`config.mk`:
```
export PLATFORM = sky130hd
export DESIGN_NAME = uart_cmd_parser_flat
export DESIGN_NICKNAME = d
export VERILOG_FILES = /design/src/rtl/uart_cmd_parser_if.sv /design/src/rtl/uart_cmd_parser.sv /design/src/flat_wrapper.sv
export SDC_FILE = /design/constraint.sdc
export NUM_CORES = 1
export LEC_CHECK = 0
export BUFFER_PORTS_ARGS = -buffer_cell sky130_fd_sc_hd__buf_2
export CAP_MARGIN = 0
export CORE_MARGIN = 2
export CORE_UTILIZATION = 40
export DETAILED_ROUTE_END_ITERATION = 8
export GPL_ROUTABILITY_DRIVEN = 1
export GPL_TIMING_DRIVEN = 0
export PLACE_DENSITY_LB_ADDON = 0.3
export SLEW_MARGIN = 5
export SYNTH_ARGS = -nofsm -noshare
export SYNTH_HDL_FRONTEND = slang
export SYNTH_SLANG_ARGS = --single-unit
```
`constraint.sdc`:
```
create_clock -name clk -period 4.8 [get_ports clk]
set_input_delay 0.48 -clock clk [delete_from_list [all_inputs] [get_ports clk]]
set_output_delay 0.48 -clock clk [all_outputs]
set_load 0.005 [all_outputs]
```
`src/rtl/uart_cmd_parser_if.sv`:
```
// Bundles the UART byte handshake and the ALU operand/result bus of uart_cmd_parser.
interface uart_cmd_parser_if #(
  parameter int unsigned NB_DATA = 8,
  parameter int unsigned NB_OP   = 6
);

  logic [NB_DATA-1:0] i_rx;
  logic               i_rx_done;
  logic               i_tx_done;
  logic               o_tx_start;
  logic [NB_DATA-1:0] o_data;
  logic [NB_OP-1:0]   o_operation;
  logic [NB_DATA-1:0] o_datoA;
  logic [NB_DATA-1:0] o_datoB;
  logic               o_valid;
  logic [NB_DATA-1:0] i_result;
  logic               o_busy;
  logic               o_err;

  // Parser side: consumes RX bytes and the ALU result, drives TX and the ALU inputs.
  modport slave (
    input  i_rx, i_rx_done, i_tx_done, i_result,
    output o_tx_start, o_data, o_operation, o_datoA, o_datoB, o_valid, o_busy, o_err
  );

  // Environment side: UART RX/TX and the ALU.
  modport master (
    output i_rx, i_rx_done, i_tx_done, i_result,
    input  o_tx_start, o_data, o_operation, o_datoA, o_datoB, o_valid, o_busy, o_err
  );

endinterface

```
`src/rtl/uart_cmd_parser.sv`:
```
// UART command parser: turns (tag, payload) byte pairs into ALU operands and an
// opcode, fires the ALU on an opcode frame and returns the result (or an error
// code for an unknown tag) through UART_TX with a start/done handshake.
// Also flags inter-byte timeouts and bytes arriving while a command is in flight.
module uart_cmd_parser #(
  parameter int unsigned        NB_DATA  = 8,
  parameter int unsigned        NB_OP    = 6,
  parameter logic [NB_DATA-1:0] TAG_A    = 8'h08,
  parameter logic [NB_DATA-1:0] TAG_B    = 8'h10,
  parameter logic [NB_DATA-1:0] TAG_OP   = 8'h20,
  parameter logic [NB_DATA-1:0] ERR_CODE = 8'hEE,
  parameter int unsigned        ALU_LAT  = 1,
  parameter int unsigned        NB_TMO   = 16,
  parameter int unsigned        TIMEOUT  = 50000
) (
  input logic              clk,
  input logic              i_rst,
  uart_cmd_parser_if.slave bus
);

  // Latency counter only needs to reach ALU_LAT-1; keep at least one bit.
  localparam int unsigned NB_LAT = (ALU_LAT > 1) ? $clog2(ALU_LAT) : 1;
  localparam logic [NB_LAT-1:0] LAT_LAST = NB_LAT'(ALU_LAT - 1);
  localparam logic [NB_TMO-1:0] TMO_LAST = NB_TMO'(TIMEOUT - 1);

  typedef enum logic [2:0] {
    IDLE,
    PAYLOAD,
    EXEC,
    SEND,
    WAIT_TX
  } state_t;

  state_t             state;
  logic [NB_DATA-1:0] tag_q;
  logic [NB_TMO-1:0]  timer;
  logic [NB_LAT-1:0]  lat_cnt;

  // Frame decode, ALU launch, result capture and TX handshake; all outputs registered.
  always_ff @(posedge clk) begin
    if (i_rst) begin
      state           <= IDLE;
      tag_q           <= '0;
      timer           <= '0;
      lat_cnt         <= '0;
      bus.o_tx_start  <= 1'b0;
      bus.o_data      <= '0;
      bus.o_operation <= '0;
      bus.o_datoA     <= '0;
      bus.o_datoB     <= '0;
      bus.o_valid     <= 1'b0;
      bus.o_busy      <= 1'b0;
      bus.o_err       <= 1'b0;
    end else begin
      // Strobes fall back to zero unless a branch below raises them.
      bus.o_valid    <= 1'b0;
      bus.o_tx_start <= 1'b0;
      bus.o_err      <= 1'b0;

      // A byte arriving while a command is in flight is dropped and flagged.
      if (bus.i_rx_done && (state inside {EXEC, SEND, WAIT_TX})) begin
        bus.o_err <= 1'b1;
      end

      unique case (state)
        IDLE: begin
          if (bus.i_rx_done) begin
            tag_q      <= bus.i_rx;
            timer      <= '0;
            state      <= PAYLOAD;
            bus.o_busy <= 1'b1;
          end
        end

        PAYLOAD: begin
          // A payload on the final timer cycle wins over the timeout.
          if (bus.i_rx_done) begin
            if (tag_q == TAG_A) begin
              bus.o_datoA <= bus.i_rx;
              state       <= IDLE;
              bus.o_busy  <= 1'b0;
            end else if (tag_q == TAG_B) begin
              bus.o_datoB <= bus.i_rx;
              state       <= IDLE;
              bus.o_busy  <= 1'b0;
            end else if (tag_q == TAG_OP) begin
              bus.o_operation <= bus.i_rx[NB_OP-1:0];
              bus.o_valid     <= 1'b1;
              lat_cnt         <= '0;
              state           <= EXEC;
            end else begin
              bus.o_err  <= 1'b1;
              bus.o_data <= ERR_CODE;
              state      <= SEND;
            end
          end else if (timer == TMO_LAST) begin
            bus.o_err  <= 1'b1;
            state      <= IDLE;
            bus.o_busy <= 1'b0;
          end else begin
            timer <= timer + NB_TMO'(1);
          end
        end

        EXEC: begin
          // Operands stay frozen here while the ALU settles for ALU_LAT clocks.
          if (lat_cnt == LAT_LAST) begin
            bus.o_data <= bus.i_result;
            state      <= SEND;
          end else begin
            lat_cnt <= lat_cnt + NB_LAT'(1);
          end
        end

        SEND: begin
          bus.o_tx_start <= 1'b1;
          state          <= WAIT_TX;
        end

        WAIT_TX: begin
          // o_data is left untouched until UART_TX reports completion.
          if (bus.i_tx_done) begin
            state      <= IDLE;
            bus.o_busy <= 1'b0;
          end
        end

        default: begin
          state      <= IDLE;
          bus.o_busy <= 1'b0;
        end
      endcase
    end
  end

endmodule
```
`src/flat_wrapper.sv`:
```
// flat-port wrapper written by rule: the top's interface ports become plain ports
module uart_cmd_parser_flat 
#(
  parameter int unsigned        NB_DATA  = 8,
  parameter int unsigned        NB_OP    = 6,
  parameter logic [NB_DATA-1:0] TAG_A    = 8'h08,
  parameter logic [NB_DATA-1:0] TAG_B    = 8'h10,
  parameter logic [NB_DATA-1:0] TAG_OP   = 8'h20,
  parameter logic [NB_DATA-1:0] ERR_CODE = 8'hEE,
  parameter int unsigned        ALU_LAT  = 1,
  parameter int unsigned        NB_TMO   = 16,
  parameter int unsigned        TIMEOUT  = 50000
)
  (clk, i_rst, bus_i_rx, bus_i_rx_done, bus_i_tx_done, bus_i_result, bus_o_tx_start, bus_o_data, bus_o_operation, bus_o_datoA, bus_o_datoB, bus_o_valid, bus_o_busy, bus_o_err);
  uart_cmd_parser_if #(.NB_DATA(NB_DATA), .NB_OP(NB_OP)) bus_i ();
  input logic clk;
  input logic i_rst;
  input wire logic [$bits(bus_i.i_rx)-1:0] bus_i_rx;
  input wire logic [$bits(bus_i.i_rx_done)-1:0] bus_i_rx_done;
  input wire logic [$bits(bus_i.i_tx_done)-1:0] bus_i_tx_done;
  input wire logic [$bits(bus_i.i_result)-1:0] bus_i_result;
  output wire logic [$bits(bus_i.o_tx_start)-1:0] bus_o_tx_start;
  output wire logic [$bits(bus_i.o_data)-1:0] bus_o_data;
  output wire logic [$bits(bus_i.o_operation)-1:0] bus_o_operation;
  output wire logic [$bits(bus_i.o_datoA)-1:0] bus_o_datoA;
  output wire logic [$bits(bus_i.o_datoB)-1:0] bus_o_datoB;
  output wire logic [$bits(bus_i.o_valid)-1:0] bus_o_valid;
  output wire logic [$bits(bus_i.o_busy)-1:0] bus_o_busy;
  output wire logic [$bits(bus_i.o_err)-1:0] bus_o_err;
  assign bus_i.i_rx = bus_i_rx;
  assign bus_i.i_rx_done = bus_i_rx_done;
  assign bus_i.i_tx_done = bus_i_tx_done;
  assign bus_i.i_result = bus_i_result;
  assign bus_o_tx_start = bus_i.o_tx_start;
  assign bus_o_data = bus_i.o_data;
  assign bus_o_operation = bus_i.o_operation;
  assign bus_o_datoA = bus_i.o_datoA;
  assign bus_o_datoB = bus_i.o_datoB;
  assign bus_o_valid = bus_i.o_valid;
  assign bus_o_busy = bus_i.o_busy;
  assign bus_o_err = bus_i.o_err;
  uart_cmd_parser #(.NB_DATA(NB_DATA), .NB_OP(NB_OP), .TAG_A(TAG_A), .TAG_B(TAG_B), .TAG_OP(TAG_OP), .ERR_CODE(ERR_CODE), .ALU_LAT(ALU_LAT), .NB_TMO(NB_TMO), .TIMEOUT(TIMEOUT)) u_core (.clk(clk), .i_rst(i_rst), .bus(bus_i));
endmodule
```
==> parameters.txt, run 1 <==
Parameter                              Value

Critical path
  Worst-path cell with the longest stage delay    sky130_fd_sc_hd__nor4b_2
  Arrival time worst endpoint    2540 ps
  Setup crit start kind    flop
  Kind of cell adding the most delay to the critical path    simple AND/OR/NAND/NOR gates
  Slack of the worst reg-to-reg path    2470 ps
  CP bufs+invs    3
  Source of the worst register-to-register timing path    u_core.state[0]
  Maximum fanout encountered on the critical timing path    10
  End of the worst register-to-register path    u_core.timer[11]
  Kind of critical path    flop to flop
  Chain of cells forming the critical path    clkbuf_1 > nor4b_2 > or2_2 > clkbuf_1 > clkbuf_1 > nor2_1
  Critical Path Sink Type    flop
  Cell count of the worst reg-to-reg path    6
  CP required    5010 ps
  Most frequent cell on the critical path    sky130_fd_sc_hd__clkbuf_1
  CP max stage delay    800 ps

Global route
  Global-route met1 utilization    21.3%
  Routing usage on met3    6.33%
  Met2 layer usage reported by global route    25.7%
  Vias in the first global route    2,020
  Routing layer with the top usage in global route    met2
  Initial antenna violation count    0
  Overflow left after global routing    0
  Overall global routing resource usage    16.6%
  Global-route wire length before repair    9.49 mm
  Pin count of the biggest net entering global routing    11

Synthesis
  Post-Syn Area per Cell    9.04 um^2
  Post-synth ARST share    0%
  Post-synthesis net count    305
  Synth unique cells    41
  Yosys warning total    0
  Sequential cell area fraction in the yosys report    47.6%
  Number of standard cells after synthesis    284
  Netlist area before placement    0.00257 mm^2
  Most used DFF post-synth    sky130_fd_sc_hd__dfxtp_1
  Flop and latch count out of synthesis    61
  Number of synthesized flops with an enable pin    0

Layout
  Antenna Cells    0
  Number of nets in the final layout    369
  Number of inserted filler cells in the final layout    627
  Layout Area Growth over Synthesis    21.0%
  Fraction of final layout cells with drive strength greater than 1    22.4%
  Area occupied by registers    0.00122 mm^2
  Multi-input gate area in the final layout    0.00127 mm^2

Timing
  Setup Skew    9.26 ps
  Max-slew headroom    37.8%
  Hold slack final    373 ps
  Setup total negative slack    0 ps
  Final Setup Violations    0
  Unrepaired setup endpoints after global routing    false
  Clock period minus final worst setup slack    2330 ps
  Crit share post-route    48.6%
  Hold violation total from the final report    0
  Maximum clock frequency    429 MHz
  Worst-margin pin slew    934 ps
  Final-report max-slew violation count    0

Power and ir drop
  Internal power    797 uW
  Peak VDD IR    0.207 mV
  Switching power share of the total    26.5%
  Sequential group share of total power    49.7%
  Share of power burned in combinational logic    12.8%
  Static Leakage    1.32 nW
  Overall power of the completed layout    1.08 mW
  Share of power burned in the clock network    37.5%
  PD cells    349 mW/mm^2
  Total net switching power    287 uW

CTS
  Clock Tree Buf Depth    2
  Clk Tree Root Cell    sky130_fd_sc_hd__clkbuf_8
  Clock-pin transition on the worst setup and hold timing paths    70 ps
  Clk Latency, worst-skew pair    340 ps
  # clock sinks    61
  TritonCTS clock tree    yes
  Cts bufs inserted    9
  Hold-fix buffers at CTS    0
  Postcts setup bufs    0
  Gates resized, CTS repair    0
  Number of levels the H-tree was split into    3

Drt
  Drt first pass iters    4
  Antenna viol nets, final    0
  Residual DRC count    0
  Vias    2,197
  Final routed wirelength across all metal layers    5.65 mm
  Via-per-instance ratio    5.11
  Iteration-0 DRC Markers    103
  Drt wl/cell    13.1 um

Place
  Detailed-placement wirelength estimate    3.89 mm
  Final Wtd Congestion    0.837
  Port Buf Inserts    53

Floorplanning
  Standard-cell row count    29
  Area of the core    0.00628 mm^2
  I/O pin total    54
  Area of the die    0.00707 mm^2
  Initial standard-cell utilization of the core    40.9%
  DIE HEIGHT    84.1 um
  Die width    84.1 um

Min path
  Cells on Worst Hold Path    3
  End point of the most critical hold path    u_core.bus.o_data[0]
  Start point of the worst hold path    bus_i_result[0]
  Hold WC Path Type    primary input to flop

Outcome
  Outcome    complete, no violations

Job
  MaxCap Viol Count    0
## kinds of logic (layout without fill, tap and decap cells)
kind of cell	after synthesis	after routing	synth area share, %
mux	23	23	8.97
flops	61	61	47.6
xor+xnor	11	11	3.75
compound gates	38	38	9.07
simple gates	131	131	27.1
buf+inv	19	88	3.02
fa+ha+maj	1	1	0.487
## flip-flops by register name, summed over array words and instances, names as in the netlist
register and flops:
u_core.timer 16, u_core.bus.o_data 8, u_core.bus.o_datoA 8, u_core.bus.o_datoB 8, u_core.tag_q 8, u_core.bus.o_operation 6, u_core.state 3, u_core.bus.o_busy 1
u_core.bus.o_err 1, u_core.bus.o_tx_start 1, u_core.bus.o_valid 1
## worst max-delay path by stage
stage	slack, ps	end	cells after the start	startpoint
after floorplan	2890	u_core.timer[1]	6	u_core.timer[5]
after global placement	2350	u_core.timer[10]	6	bus_i_rx_done
after global routing	2260	u_core.timer[10]	6	u_core.state[1]
after CTS	2430	u_core.timer[14]	6	u_core.state[0]
final	2470	u_core.timer[11]	6	u_core.state[0]
after detailed placement	2310	u_core.timer[14]	6	bus_i_rx_done
## worst reg2reg max path, stage by stage, from the launching register on
cell and delay (ps):
sky130_fd_sc_hd__dfxtp_1 300, sky130_fd_sc_hd__clkbuf_1 180, sky130_fd_sc_hd__nor4b_2 810, sky130_fd_sc_hd__or2_2 230, sky130_fd_sc_hd__clkbuf_1 190, sky130_fd_sc_hd__clkbuf_1 400
sky130_fd_sc_hd__nor2_1 100
## cell usage in the layout, fill, tap and decap left out, types with 11 or more instances in the layout
master,n
sky130_fd_sc_hd__a21oi_1,22
sky130_fd_sc_hd__buf_2,55
sky130_fd_sc_hd__clkbuf_1,15
sky130_fd_sc_hd__clkbuf_8,11
sky130_fd_sc_hd__dfxtp_1,61
sky130_fd_sc_hd__mux2i_1,23
sky130_fd_sc_hd__nand2_1,24
sky130_fd_sc_hd__nor2_1,48
sky130_fd_sc_hd__nor3_1,17
sky130_fd_sc_hd__xnor2_1,11
## cells in the mapped netlist, types with 2 or more instances
cell type / number / area [um^2]
sky130_fd_sc_hd__mux2i_1: 23 / 230
sky130_fd_sc_hd__nor2b_1: 2 / 12.5
sky130_fd_sc_hd__a21oi_1: 22 / 110
sky130_fd_sc_hd__nand4_1: 6 / 37.5
sky130_fd_sc_hd__nand4bb_1: 2 / 22.5
sky130_fd_sc_hd__nor4b_1: 2 / 17.5
sky130_fd_sc_hd__xnor2_1: 11 / 96.3
sky130_fd_sc_hd__nand3_1: 3 / 15.0
sky130_fd_sc_hd__nand3b_1: 4 / 30.0
sky130_fd_sc_hd__or3_1: 5 / 31.3
sky130_fd_sc_hd__a2bb2oi_1: 2 / 17.5
sky130_fd_sc_hd__nor3_1: 17 / 85.1
sky130_fd_sc_hd__nor4_1: 3 / 18.8
sky130_fd_sc_hd__inv_1: 2 / 7.51
sky130_fd_sc_hd__clkbuf_1: 14 / 52.6
sky130_fd_sc_hd__nand2_1: 24 / 90.1
sky130_fd_sc_hd__o21ai_1: 5 / 25.0
sky130_fd_sc_hd__dfxtp_1: 61 / 1220
sky130_fd_sc_hd__nor2_1: 48 / 180
sky130_fd_sc_hd__o21ai_0: 3 / 15.0
sky130_fd_sc_hd__and2_1: 2 / 12.5
sky130_fd_sc_hd__and3_1: 3 / 18.8
sky130_fd_sc_hd__buf_2: 2 / 10.0
## metal layers
metal	vias up	wire, um
met4	0	53
met2	44	2580
met5	-	0
li1	1121	-
met3	4	290
met1	1028	2720
## area by class of cell
cell class | count | share of cell area, %
well taps | 77 | 3.10
repair buffers | 53 | 8.54
inverters | 2 | 0.242
clock inverters | 4 | 0.725
plain buffers | 17 | 2.26
clock buffers | 12 | 5.00
multi-input cells | 204 | 40.8
flip-flops and latches | 61 | 39.3
## power groups by stage
stage	Clock (mW)	Sequential, mW	Combinational [mW]
final	0.407	0.539	0.138
after global placement	0	0.549	0.137
after detailed placement	0	0.550	0.139
after global routing	0.438	0.541	0.154
after floorplan	0	0.550	0.0920
after CTS	0.418	0.539	0.139
## metrics by stage
stage / util (%) / setup WS [ps] / instance area, um^2 / std cells
floorplan: - / 2890 / 2570 / 284
global placement: 46.6 / 2350 / 2930 / 414
detailed placement: 46.6 / 2310 / 2930 / 414
CTS: 49.5 / 2430 / 3110 / 430
global route: 49.5 / 2260 / 3110 / 430
finish: 49.5 / 2470 / 3110 / 430
Power figures use the tool's default switching activity.
==> run 2, diff against run 1 <==
- clock period: 4.8 -> 2.3 ns (I/O delays scaled with it)
==> parameters.txt, run 2 (synthesis results as in run 1) <==
Parameter                              Value

Outcome
  Outcome    complete, no violations

Critical path
  Kind of cell adding the most delay to the critical path    simple AND/OR/NAND/NOR gates
  CP bufs+invs    1 (-2)
  CP max stage delay    580 ps (-220 ps)
  Maximum fanout encountered on the critical timing path    10 (unchanged)
  Setup crit start kind    flop
  Kind of critical path    flop to flop
  Worst-path cell with the longest stage delay    sky130_fd_sc_hd__or4bb_1
  Arrival time worst endpoint    2390 ps (-150 ps)
  Path length in cells of the critical path    6 (unchanged)
  Critical Path Sink Type    flop
  Chain of cells forming the critical path    or4bb_1 > o41ai_4 > clkbuf_4 > a21oi_1 > xnor2_1 > nor2_1
  Cell count of the worst reg-to-reg path    6 (unchanged)
  CP required    2510 ps (-2500 ps)

Global route
  Pin count of the biggest net entering global routing    11 (unchanged)
  Initial antenna violation count    0 (unchanged)
  Global-route wire length before repair    9.49 mm (about the same)
  Vias in the first global route    2,020 (unchanged)
  Overflow left after global routing    0 (unchanged)
  Overall global routing resource usage    16.6% (-0.021 points)

CTS
  Clock-pin transition on the worst setup and hold timing paths    70 ps (about the same)
  Clock Tree Buf Depth    2 (unchanged)
  Hold-fix buffers at CTS    0 (unchanged)
  # clock sinks    61 (unchanged)
  TritonCTS clock tree    yes
  Cts bufs inserted    9 (unchanged)
  Clk Tree Root Cell    sky130_fd_sc_hd__clkbuf_8
  Number of levels the H-tree was split into    3 (unchanged)
  Clk Latency, worst-skew pair    330 ps (about the same)

Drt
  Residual DRC count    0 (unchanged)
  Drt wl/cell    13.1 um (about the same)
  Final routed wirelength across all metal layers    5.68 mm (+0.53%)
  Via-per-instance ratio    5.07 (-0.78%)
  Vias    2,190 (-0.32%)
  Iteration-0 DRC Markers    95 (-7.8%)
  Drt first pass iters    4 (unchanged)
  Antenna viol nets, final    0 (unchanged)

Timing
  Maximum clock frequency    459 MHz (+7.0%)
  Max-slew headroom    40.2% (+2.4 points)
  Unrepaired setup endpoints after global routing    false
  Final Setup Violations    0 (unchanged)
  Hold violation total from the final report    0 (unchanged)
  Worst-margin pin slew    898 ps (-36.2 ps)
  Hold slack final    125 ps (-248 ps)
  Final-report max-slew violation count    0 (unchanged)
  Crit share post-route    94.7% (+46 points)
  Clock period minus final worst setup slack    2180 ps (-153 ps)
  Setup total negative slack    0 ps (unchanged)
  Setup Skew    8.75 ps (-0.507 ps)

Job
  MaxCap Viol Count    0 (unchanged)

Floorplanning
  Die width    84.1 um (unchanged)
  DIE HEIGHT    84.1 um (unchanged)
  Area of the core    0.00628 mm^2 (unchanged)
  Standard-cell row count    29 (unchanged)
  Area of the die    0.00707 mm^2 (unchanged)
  I/O pin total    54 (unchanged)
  Initial standard-cell utilization of the core    40.9% (unchanged)

Power and ir drop
  Static Leakage    1.34 nW (+1.8%)
  Peak VDD IR    0.433 mV (+110%)
  PD cells    722 mW/mm^2 (+110%)

Place
  Detailed-placement wirelength estimate    3.89 mm (unchanged)
  Port Buf Inserts    53 (unchanged)
  Final Wtd Congestion    0.837 (unchanged)

Layout
  Most frequent standard cell in the layout excluding fill and tap cells    sky130_fd_sc_hd__dfxtp_1
  Layout Area Growth over Synthesis    22.3%
  Biggest register    u_core.timer
  Number of nets in the final layout    371 (+0.54%)
  Most frequent cells in the layout    sky130_fd_sc_hd__dfxtp_1 (61), sky130_fd_sc_hd__buf_2 (54), sky130_fd_sc_hd__nor2_1 (48)
  Fraction of final layout cells with drive strength greater than 1    23.4% (+1.0 points)
  Number of inserted filler cells in the final layout    622 (-0.80%)
  Area occupied by registers    0.00122 mm^2 (unchanged)
  Multi-input gate area in the final layout    0.00128 mm^2 (+0.69%)
  Antenna Cells    0 (unchanged)
  Number of flip-flops under the largest register name    16 (unchanged)

Min path
  Hold WC Path Type    primary input to flop
  Cells on Worst Hold Path    3 (unchanged)
[run 2: changes by cell type in the layout (fill, tap and decap cells not counted), sizes merged]
cell | previous run | this run
buf | 56 | 59
clkbuf | 26 | 25
[run 2: power breakdown]
group	internal, mW	total, mW	switching [mW]
logic	0.123	0.287	0.164
registers	1.10	1.13	0.0310
clock network	0.444	0.849	0.405
total	1.67	2.27	0.600
[run 2: stage by stage]
step                      setup WS, ps  cells  total power, mW  utilization, %  instance area (um^2)
after floorplan                    389    284             1.34               -                  2570
after global placement           -19.9    414             1.43            46.6                  2930
after detailed placement         -74.4    414             1.44            46.6                  2930
after CTS                         83.2    430             2.29            49.6                  3110
after global routing              8.79    432             2.37            50.0                  3140
final                              122    432             2.27            50.0                  3140
[run 2: final timing paths]
path | startpoint | to | slack, ps
max | u_core.timer[6] | u_core.timer[10] | 120
min | bus_i_result[0] | u_core.bus.o_data[0] | 130
max reg2reg | u_core.timer[6] | u_core.timer[10] | 120
min reg2reg | u_core.tag_q[2] | u_core.tag_q[2] | 460
[run 2: cell type report]
| cell class | instances | share of cell area, % |
|---|---|---|
| timing repair buffer | 57 | 9.41 |
| clock inverter | 4 | 0.717 |
| buffer | 15 | 2.07 |
| multi-input combinational | 204 | 40.7 |
| clock buffer | 12 | 4.94 |
| inverter | 2 | 0.239 |
| tap | 77 | 3.07 |
| sequential | 61 | 38.9 |
[run 2: worst reg2reg max path, delay by kind of cell, from the launching register on]
family	cells	cell delay, ps
AOI/OAI and AO/OA	2	560
xor gates and xnor gates	1	180
buffers and inverters	1	310
DFF	1	390
and+or+nand+nor	2	630
[run 2: routing by layer]
layer  part of all wire (%)  vias to the layer above  global-route usage [%]
met4                   0.93                        0                    5.57
li1                       -                     1124                       -
met5                      0                        -                       0
met1                     48                     1016                    21.3
met3                    4.9                        4                    6.33
met2                     46                       46                    25.6
[run 2: what timing repair did]
item / in CTS / in global routing
endpoints found under the setup margin: 10 / 16
pin swaps: 0 / 3
resized for setup: 1 / 1
buffers inserted: 0 / 4
==> run 3, diff against run 2 <==
- RECOVER_POWER: default -> 50
- SKIP_LAST_GASP: default -> 1
==> parameters.txt, run 3 (synthesis results as in run 1) <==
Parameter                              Value

Outcome
  Outcome    complete, no violations

CTS
  Clk Latency, worst-skew pair    340 ps (about the same)
  Clock-pin transition on the worst setup and hold timing paths    70 ps (about the same)
  # clock sinks    61 (unchanged)
  Number of levels the H-tree was split into    3 (unchanged)
  Cts bufs inserted    9 (unchanged)
  Clk Tree Root Cell    sky130_fd_sc_hd__clkbuf_8
  TritonCTS clock tree    yes
  Clock Tree Buf Depth    2 (unchanged)
  Hold-fix buffers at CTS    0 (unchanged)

Timing
  Setup Skew    8.91 ps (+0.161 ps)
  Clock period minus final worst setup slack    2180 ps (-0.755 ps)
  Final Setup Violations    0 (unchanged)
  Max-slew headroom    40.1% (-0.049 points)
  Hold violation total from the final report    0 (unchanged)
  Crit share post-route    94.7% (about the same)
  Unrepaired setup endpoints after global routing    false
  Final-report max-slew violation count    0 (unchanged)
  Worst-margin pin slew    898 ps (+0.741 ps)
  Maximum clock frequency    459 MHz (about the same)

Floorplanning
  Die width    84.1 um (unchanged)
  Standard-cell row count    29 (unchanged)
  Area of the core    0.00628 mm^2 (unchanged)
  I/O pin total    54 (unchanged)
  Initial standard-cell utilization of the core    40.9% (unchanged)
  Area of the die    0.00707 mm^2 (unchanged)
  DIE HEIGHT    84.1 um (unchanged)

Critical path
  CP bufs+invs    1 (unchanged)
  Critical Path Sink Type    flop
  Chain of cells forming the critical path    or4bb_1 > o41ai_4 > clkbuf_4 > a21oi_1 > xnor2_1 > nor2_1
  Maximum fanout encountered on the critical timing path    10 (unchanged)
  CP max stage delay    580 ps (about the same)
  Path length in cells of the critical path    6 (unchanged)
  Worst-path cell with the longest stage delay    sky130_fd_sc_hd__or4bb_1
  End of the worst register-to-register path    u_core.timer[10]
  CP required    2510 ps (about the same)
  Source of the worst register-to-register timing path    u_core.timer[6]
  Kind of critical path    flop to flop
  Kind of cell adding the most delay to the critical path    simple AND/OR/NAND/NOR gates
  Setup crit start kind    flop
  Arrival time worst endpoint    2390 ps (about the same)
  Cell count of the worst reg-to-reg path    6 (unchanged)
  Slack of the worst reg-to-reg path    120 ps (about the same)
  Crit path launch    u_core.timer[6]

Layout
  Most frequent cells in the layout    sky130_fd_sc_hd__dfxtp_1 (61), sky130_fd_sc_hd__buf_2 (48), sky130_fd_sc_hd__nor2_1 (48)
  Most frequent standard cell in the layout excluding fill and tap cells    sky130_fd_sc_hd__dfxtp_1
  Final cell count without fillers    432 (unchanged)
  Number of nets in the final layout    371 (unchanged)
  Number of inserted filler cells in the final layout    628 (+0.96%)
  Share of the core filled with cells    49.8% (-0.18 points)
  Layout Area Growth over Synthesis    21.9%
  Biggest register    u_core.timer
  Fraction of final layout cells with drive strength greater than 1    21.4% (-2.0 points)
  Number of flip-flops under the largest register name    16 (unchanged)
  Antenna Cells    0 (unchanged)

Drt
  Antenna viol nets, final    0 (unchanged)
  Met2 wire len    2.61 mm (-0.53%)
  Final routed wirelength across all metal layers    5.66 mm (-0.21%)
  Iteration-0 DRC Markers    97 (+2.1%)
  Routed metal-1 wire length    2.68 mm (-1.3%)
  WL met3    306 um (+10%)
  Vias    2,194 (+0.18%)
  Max Used Layer    met4
  Via-per-instance ratio    5.08 (+0.18%)
  Drt first pass iters    4 (unchanged)
  Residual DRC count    0 (unchanged)
  Drt wl/cell    13.1 um (-0.21%)

Place
  Cell total after placement    414 (unchanged)
  Port Buf Inserts    53 (unchanged)
  Detailed-placement wirelength estimate    3.89 mm (unchanged)
  Final Wtd Congestion    0.837 (unchanged)

Global route
  Overall global routing resource usage    16.6% (unchanged)
  Overflow left after global routing    0 (unchanged)
  Vias in the first global route    2,020 (unchanged)
  Global-route wire length before repair    9.49 mm (unchanged)
  Initial antenna violation count    0 (unchanged)
  Pin count of the biggest net entering global routing    11 (unchanged)

Power and ir drop
  PD cells    725 mW/mm^2 (+0.39%)
  Peak VDD IR    0.432 mV (-0.10%)
  Static Leakage    1.31 nW (-2.1%)
  Overall power of the completed layout    2.27 mW (about the same)

Min path
  End point of the most critical hold path    u_core.bus.o_data[0]
  Start point of the worst hold path    bus_i_result[0]
  Cells on Worst Hold Path    3 (unchanged)
  Hold WC Path Type    primary input to flop

Job
  MaxCap Viol Count    0 (unchanged)
run 3: report_power, final:
part           switching, mW  total, mW  internal [mW]
sequential            0.0311       1.13           1.10
combinational          0.164      0.285          0.121
clock                  0.407      0.851          0.444
total                  0.602       2.27           1.67
run 3: worst max-delay path by stage:
| stage | end | slack [ps] |
|---|---|---|
| final | u_core.timer[10] | 120 |
| after detailed placement | u_core.timer[14] | -70 |
| after CTS | u_core.bus.o_datoA[5] | 80 |
| after global routing | u_core.timer[10] | 9 |
| after floorplan | u_core.timer[1] | 390 |
| after global placement | u_core.timer[10] | -20 |
run 3: layer usage:
metal	track usage, %	vias to the layer above
met2	25.6	48
met5	0	-
li1	-	1124
met1	21.3	1016
met3	6.33	6
met4	5.57	0
run 3: stage by stage:
step,hold WS (ps),setup WS (ps),setup TNS (ps),area (um^2)
4_1_cts,114,83.2,0,3110
6_report,123,122,0,3130
5_1_grt,147,8.79,0,3130
3_5_place_dp,454,-74.4,-622,2930
2_1_floorplan,366,389,0,2570
3_3_place_gp,448,-19.9,-119,2930
run 3: cell type report:
type                            count  area, um^2  share of cell area, %
Timing Repair Buffer               57         284                   9.08
Clock inverter                      4        22.5                  0.720
Sequential cell                    61        1220                   39.0
Buffer                             15        65.1                   2.08
Clock buffer                       12         155                   4.96
Inverter                            2        7.51                  0.240
Tap cell                           77        96.3                   3.08
Multi-Input combinational cell    204        1280                   40.8
run 3: worst reg2reg max path: stages (launching register included):
cell and delay [ps]:
sky130_fd_sc_hd__dfxtp_1 390, sky130_fd_sc_hd__or4bb_1 580, sky130_fd_sc_hd__o41ai_4 460, sky130_fd_sc_hd__clkbuf_4 310, sky130_fd_sc_hd__a21oi_1 100, sky130_fd_sc_hd__xnor2_1 180
sky130_fd_sc_hd__nor2_1 50
run 3: what timing repair did:
| item | CTS | global route |
|---|---|---|
| resized for setup | 1 | 1 |
| buffers inserted | 0 | 4 |
| pin swaps | 0 | 3 |
| setup endpoints to repair | 10 | 16 |
